## src/rtl/clk_monitor.sv

```systemverilog
// clk_monitor: measures period, high time and low time of an asynchronous
// clock (mon_in) in clk cycles, flags frequency/duty violations and detects
// a stopped clock.
// Optional build macro: CLK_MON_MINMAX_EN adds running period_min/period_max.
module clk_monitor #(
    parameter int CNT_W       = 16,
    parameter int SYNC_STAGES = 2,
    parameter int EXP_PERIOD  = 10,
    parameter int PERIOD_TOL  = 1,
    parameter int EXP_HIGH    = 5,
    parameter int DUTY_TOL    = 1,
    parameter int TIMEOUT     = 1024
) (
    input  logic             clk,
    input  logic             rst,
    input  logic             enable,
    input  logic             mon_in,
    output logic [CNT_W-1:0] period,
    output logic [CNT_W-1:0] high_time,
    output logic [CNT_W-1:0] low_time,
    output logic             meas_valid,
    output logic             freq_err,
    output logic             duty_err,
    output logic             err_sticky,
    output logic             stalled,
    output logic [CNT_W-1:0] period_min,
    output logic [CNT_W-1:0] period_max
);

    typedef enum logic [1:0] {IDLE, ARM, HIGH, LOW} state_t;

    // One extra bit so that x + TOL never wraps during the error compare.
    localparam int XW = CNT_W + 1;
    localparam logic [CNT_W-1:0] TMO    = CNT_W'(TIMEOUT);
    localparam logic [XW-1:0]    EXP_P  = XW'(EXP_PERIOD);
    localparam logic [XW-1:0]    TOL_P  = XW'(PERIOD_TOL);
    localparam logic [XW-1:0]    EXP_H  = XW'(EXP_HIGH);
    localparam logic [XW-1:0]    TOL_H  = XW'(DUTY_TOL);

    logic [SYNC_STAGES-1:0] sync_chain;
    logic                   sync_q, prev_q, rise, fall;
    state_t                 state_q, state_d;
    logic [CNT_W-1:0]       cnt_q, cnt_d, hi_q;
    logic                   do_meas, cap_hi, stall_set, stall_clr;
    logic [XW-1:0]          cnt_x, hi_x;
    logic                   freq_n, duty_n;

    assign sync_q = sync_chain[SYNC_STAGES-1];
    assign rise   = sync_q & ~prev_q;
    assign fall   = ~sync_q & prev_q;

    // Synchronizer chain and edge-detect flop; independent of enable.
    always_ff @(posedge clk) begin
        if (rst) begin
            sync_chain <= '0;
            prev_q     <= 1'b0;
        end else begin
            sync_chain <= {sync_chain[SYNC_STAGES-2:0], mon_in};
            prev_q     <= sync_q;
        end
    end

    // FSM state and sample counter registers.
    always_ff @(posedge clk) begin
        if (rst) begin
            state_q <= IDLE;
            cnt_q   <= '0;
        end else begin
            state_q <= state_d;
            cnt_q   <= cnt_d;
        end
    end

    // Next state, counter update and datapath strobes. A rise always beats
    // the stall threshold when both land in the same cycle.
    always_comb begin
        state_d   = state_q;
        cnt_d     = cnt_q;
        do_meas   = 1'b0;
        cap_hi    = 1'b0;
        stall_set = 1'b0;
        stall_clr = 1'b0;
        if (!enable) begin
            state_d = IDLE;
            cnt_d   = '0;
        end else begin
            case (state_q)
                IDLE: begin
                    state_d = ARM;
                    cnt_d   = '0;
                end
                ARM, HIGH, LOW: begin
                    if (rise) begin
                        cnt_d     = CNT_W'(1);
                        state_d   = HIGH;
                        stall_clr = 1'b1;
                        do_meas   = (state_q == LOW);
                    end else if (cnt_q >= TMO) begin
                        cnt_d     = TMO;
                        state_d   = ARM;
                        stall_set = 1'b1;
                    end else begin
                        cnt_d = cnt_q + CNT_W'(1);
                        if (state_q == HIGH && fall) begin
                            cap_hi  = 1'b1;
                            state_d = LOW;
                        end
                    end
                end
                default: begin
                    state_d = IDLE;
                    cnt_d   = '0;
                end
            endcase
        end
    end

    // Tolerance checks on the period/high time about to be published.
    always_comb begin
        cnt_x  = {1'b0, cnt_q};
        hi_x   = {1'b0, hi_q};
        freq_n = (cnt_x > EXP_P + TOL_P) || (cnt_x + TOL_P < EXP_P);
        duty_n = (hi_x > EXP_H + TOL_H) || (hi_x + TOL_H < EXP_H);
    end

    // Measurement, error and stall outputs; counts and error flags hold
    // across a disable, status flags clear.
    always_ff @(posedge clk) begin
        if (rst) begin
            hi_q       <= '0;
            period     <= '0;
            high_time  <= '0;
            low_time   <= '0;
            meas_valid <= 1'b0;
            freq_err   <= 1'b0;
            duty_err   <= 1'b0;
            err_sticky <= 1'b0;
            stalled    <= 1'b0;
        end else if (!enable) begin
            meas_valid <= 1'b0;
            stalled    <= 1'b0;
            err_sticky <= 1'b0;
        end else begin
            meas_valid <= do_meas;
            if (cap_hi)
                hi_q <= cnt_q;
            if (stall_set)
                stalled <= 1'b1;
            else if (stall_clr)
                stalled <= 1'b0;
            if (do_meas) begin
                period     <= cnt_q;
                high_time  <= hi_q;
                low_time   <= cnt_q - hi_q;
                freq_err   <= freq_n;
                duty_err   <= duty_n;
                err_sticky <= err_sticky | freq_n | duty_n;
            end
        end
    end

`ifdef CLK_MON_MINMAX_EN
    logic first_q;

    // Running min/max of published periods; first one after reset or
    // re-enable loads both.
    always_ff @(posedge clk) begin
        if (rst) begin
            first_q    <= 1'b1;
            period_min <= '0;
            period_max <= '0;
        end else if (!enable) begin
            first_q <= 1'b1;
        end else if (do_meas) begin
            first_q <= 1'b0;
            if (first_q) begin
                period_min <= cnt_q;
                period_max <= cnt_q;
            end else begin
                if (cnt_q < period_min) period_min <= cnt_q;
                if (cnt_q > period_max) period_max <= cnt_q;
            end
        end
    end
`else
    assign period_min = '0;
    assign period_max = '0;
`endif

endmodule

```

## config.mk

```make
export PLATFORM = sky130hd
export DESIGN_NAME = clk_monitor
export DESIGN_NICKNAME = d
export VERILOG_FILES = /design/src/rtl/clk_monitor.sv
export SDC_FILE = /design/constraint.sdc
export NUM_CORES = 1
export LEC_CHECK = 0
export BUFFER_PORTS_ARGS = -buffer_cell sky130_fd_sc_hd__buf_2
export CORE_ASPECT_RATIO = 0.9
export CORE_MARGIN = 2
export CORE_UTILIZATION = 49
export CTS_CLUSTER_SIZE = 28
export DETAILED_ROUTE_END_ITERATION = 12
export GPL_TIMING_DRIVEN = 0
export PLACE_DENSITY = 0.83
export SLEW_MARGIN = 5
export SYNTH_ARGS = -nofsm -noshare
export SYNTH_HDL_FRONTEND = slang
export SYNTH_SLANG_ARGS = --single-unit
```

## constraint.sdc

```tcl
create_clock -name clk -period 7.5 [get_ports clk]
set_clock_uncertainty 0.1 [all_clocks]
set_input_delay 1.5 -clock clk [delete_from_list [all_inputs] [get_ports clk]]
set_output_delay 1.5 -clock clk [all_outputs]
set_load 0.05 [all_outputs]
```

* Word-level counts from Yosys, hierarchy flattened
Index checks and enable logic that the tools add are counted.
** Cells by class
- Add/sub/neg operators :: 4
- Order comparisons :: 5
- Eq/ne operators :: 4
- Muxes and demuxes :: 24
- Bitwise gates (word level) :: 7
- Reduce and logical (&&, ||, !) cells :: 9
** Operator list (count)
- adder 16 x 1 -> 17 bit, second input constant :: 2
- 2-to-1 mux 16 bit :: 2
- case mux 16 bit (2 select lines) :: 1
- < comparator 17 x 3 -> 1 bit, second input constant :: 1
- < comparator 17 x 4 -> 1 bit, second input constant :: 1
- 2-to-1 mux 1 bit :: 17
- adder 16 x 1 -> 16 bit, second input constant :: 1
- >= comparator 16 x 11 -> 1 bit, second input constant :: 1
- > comparator 16 x 3 -> 1 bit, second input constant :: 1
- > comparator 16 x 4 -> 1 bit, second input constant :: 1
- subtractor 16 bit :: 1
- 2-to-1 mux 2 bit :: 3
- == test 2 bit, second input constant :: 2
- inequality test 4 bit, second input constant :: 1
- case mux 2 bit (2 select lines) :: 1
- AND reduction 2 bit :: 2
- inverter 1 bit :: 3
- OR reduction 3 bit :: 1
- bitwise AND 1 bit :: 2
- == test 2 x 1 -> 1 bit, second input constant :: 1
- zero test 2 bit :: 1
- logical OR 1 bit :: 2
- OR 1 bit :: 2
- nonzero test 2 bit :: 1
- 2 further kinds :: 2
** Word-level totals
- Bits in registers :: 90
- Bits of input ports :: 4
- Output and inout bits :: 85

* Longest topological paths before layout
- Depth after elaboration :: 9
- Depth in mapped cells :: 9
- Mapped depth without buffers :: 9

* Least setup slack after synthesis
No wires, ideal clock.
- Path kind :: input -> register
- Start point :: in enable
- End point :: reg hi_q[6]
- Arrival time :: 2526 ps
- Slack :: 4747 ps
- Cell stages on the path :: 5
- Cell sequence :: nand2_1 nor4_4 buf_6 mux2i_1 nor2_1
** Between the ends
- Cells in the longest elaborated chain, start to end :: 2
** RTL lines
- start: declaration :: RTL line 16 : input logic enable,
- 2-to-1 mux 1 bit :: RTL line 83 : if (!enable) begin
- AND reduction 2 bit (no line) (*)
- end signal: assignment :: RTL line 146 : hi_q <= cnt_q;
- end: declaration :: RTL line 43 : logic [CNT_W-1:0] cnt_q, cnt_d, hi_q;
Mark *: on every way between the ends. The rest lies on a longest branch, timed or not.
A chain may end at the register's enable or synchronous reset.

* Worst setup path after layout
- Start point :: reg hi_q[1]
- End point :: reg low_time[11]
** Between the ends
- Cells in the longest elaborated chain, start to end :: 1
** RTL lines
- subtractor 16 bit :: RTL line 154 : low_time <= cnt_q - hi_q;
- end signal: assignment :: RTL line 154
- end: declaration :: RTL line 20 : output logic [CNT_W-1:0] low_time,
Every way passes these cells.

==> flow_summary.toml <==
[synth]
synth_top_family_by_area = "simple AND/OR/NAND/NOR gates"
async_flop_share = 0
synthAdderAreaFrac = 0.0548
synth.most_common_cell = "dfxtp_1"
synth_edf_count = 0
syn-cell-area_um2 = 4700
ys_seq_elements = 90
syn_inst = 584
synth_common_cells = "dfxtp_1, nand2_1, a21oi_1"
synth_top_area_frac = 0.383
yosys.area.top_type = "dfxtp_1"
yosys_most_used_dff = "dfxtp_1"
muxShareOfSynthArea = 0.0341
synthTopCellsByArea = "dfxtp_1, nand2_1, a21oi_1"
syn_area_per_cell_um2 = 8.05
ys_seq_area_frac = 0.383
ys_types = 54
synth_simple_gate_area_frac = 0.236
synth-xor-area-share = 0.0298
synth_compound_gate_area_share = 0.161
yosysWarnings = 0

[routing]
dr_wl_met2_um = 5550
route.antenna.remaining_nets = 0
viasPerCell = 5.29
drc = 0
firstDrtPassIters = 4
wl_met3_um = 733
post_drt_wl_per_cell_um = 14.3
wl_met1_um = 5140
drt_wl_total_um = 11600
drtIter0Drc = 260
highest_layer = "met4"
vias = 4304

[floorplanning]
die_h_um = 96.9
num_rows = 33
initial_core_util = 0.510
dieArea_um2 = 10400
core_um2 = 9210
io_pins = 89
die_x_um = 107

[sta]
min_period_ns = 2.94
period_share = 0.392
holdWs_ns = 0.353
maxSlewViolCount = 0
rsz0062_at_grt = "false"
maxSlewHeadroom = 0.475
setup_viol = 0
worst_slack_ns = 4.56
finalHoldViolCount = 0
fmaxAchievable_ghz = 0.340
worstMarginPinSlew_ns = 0.782
fin_tns_setup_ns = 0

[global_routing]
grt_overflow = 0
first_global_vias = 3957
grt_max_degree = 17
grt_pass1_wl_um = 18700
antenna_found_initial = 0
grt.total_usage = 0.226

[placed_design]
dp_hpwl_um = 8940
port_buffers = 56
place_inst = 798
dp_slack_ns = 4.27
gp_congestion = 0.903

[cts]
cts_made_buffers = 9
htreeDepth = 3
clkTransAtPathRegs_ns = 0.09
cts_hold_buf = 0
cts_tree = "yes"
clockBufferDepth = 2
clock_latency_ns = 0.37
cts_setup_buffers = 0
root_buffer = "clkbuf_8"
cts.sinks = 90
cts.repair.resized = 0

[setup_path]
reg2regPathDepth = 8
end_kind = "flip-flop"
r2r_end = "low_time[11]$_SDFFE_PP0P_"
r2r_slack_ns = 4.56
critPathKind = "reg -> reg"
start_kind = "flip-flop"
arrival_ns = 3.16
cp.required_ns = 7.72
critical_path_peak_fanout = 8
crit_chain = "inv_1 > ha_1 > nor2b_1 > o31ai_1 > a21boi_0 > or4_1 > a2111o_1 > nand3_1"
worstReg2RegStart = "hi_q[1]$_SDFFE_PP0P_"
cp_slowest_cell = "or4_1"
crit_path_max_incr_delay_ns = 0.55

[layout]
drive_gt1_frac = 0.177
syn_to_final_growth_pct = 15.8
antenna_cells = 0
nets = 711
fin_cells = 813

[hold_path]
hp-class = "reg -> reg"
hold_depth = 2
min_to = "high_time[0]$_SDFFE_PP0P_"
hold_start = "high_time[0]$_SDFFE_PP0P_"

[pwr]
p_per_area_nw_per_um2 = 160
ir_drop_mv = 0.0785
total_power_mw = 0.871
leakage_nw = 2.24

[run_status]
status = "completed"

[flow_run]
max_cap_viol_count = 0
## registers in the layout (all words and copies together) (netlist names)
signal and cells:
cnt_q 16, hi_q 16, high_time 16, low_time 16
period 16, state_q 2, sync_chain 2, duty_err 1
err_sticky 1, freq_err 1, meas_valid 1, prev_q 1
stalled 1
## cells by family (layout without fill, tap and decap cells)
| logic type | count (synthesis) | count (layout) |
|---|---|---|
| buffers and inverters | 90 | 161 |
| AOI/OAI and AO/OA | 122 | 122 |
| adders and majority gates | 20 | 20 |
| and+or+nand+nor | 229 | 229 |
| other | 1 | 37 |
| muxes | 16 | 16 |
| xor gates and xnor gates | 16 | 16 |
| DFF | 90 | 90 |
## placed cells by master, fill, tap and decap left out, types with 9 or more instances in the layout
| cell | instances |
|---|---|
| nand3_1 | 13 |
| buf_2 | 62 |
| ha_1 | 19 |
| clkbuf_1 | 25 |
| nand2_1 | 87 |
| dfxtp_1 | 90 |
| nor2_1 | 42 |
| inv_1 | 26 |
| a21oi_1 | 57 |
| conb_1 | 37 |
| clkbuf_8 | 9 |
| o21ai_0 | 18 |
| buf_4 | 32 |
| mux2i_1 | 16 |
| nor3_1 | 23 |
## layer usage
| metal | GRT usage | up-vias |
|---|---|---|
| met2 | 0.383 | 125 |
| li1 | - | 2163 |
| met3 | 0.0573 | 19 |
| met4 | 0.0729 | 0 |
| met1 | 0.277 | 1997 |
| met5 | 0 | - |
## final cells by class
cell class                 count  area [µm²]
tap                          122         153
sequential                    90        1800
clock inverter                 6        50.0
inverter                      26        97.6
clock buffer                   9         124
timing repair buffer          56         280
buffer                        64         375
fill                         843        3770
multi-input combinational    440        2560
## worst max-delay path by stage
stage	from	endpoint	slack [ns]	cells past startpoint
floorplan	enable	hi_q[6]$_SDFFE_PP0P_	4.75	5
global placement	enable	low_time[13]$_SDFFE_PP0P_	4.32	7
detailed placement	enable	low_time[13]$_SDFFE_PP0P_	4.27	7
CTS	hi_q[1]$_SDFFE_PP0P_	low_time[11]$_SDFFE_PP0P_	4.56	8
global route	hi_q[1]$_SDFFE_PP0P_	low_time[11]$_SDFFE_PP0P_	4.33	8
finish	hi_q[1]$_SDFFE_PP0P_	low_time[11]$_SDFFE_PP0P_	4.56	8
## metrics by stage
| step | area (µm²) | utilization |
|---|---|---|
| 2_1_floorplan | 4830 | - |
| 3_3_place_gp | 5270 | 0.572 |
| 3_5_place_dp | 5270 | 0.572 |
| 4_1_cts | 5440 | 0.591 |
| 5_1_grt | 5440 | 0.591 |
| 6_report | 5440 | 0.591 |
## power breakdown
| group | switching [mW] | leakage (nW) | internal, mW |
|---|---|---|---|
| registers | 0.00382 | 0.727 | 0.480 |
| logic | 0.0580 | 1.42 | 0.0224 |
| clock network | 0.183 | 0.0884 | 0.124 |
## worst max-delay path: cells and delay by family (launching register included)
kind / cells / cell delay, ns
AOI/OAI and AO/OA: 3 / 1.08
DFF: 1 / 0.51
buffers and inverters: 1 / 0.13
adders and majority gates: 1 / 0.28
and+or+nand+nor: 3 / 0.77
Note: power is estimated with default switching activity, not from simulation.
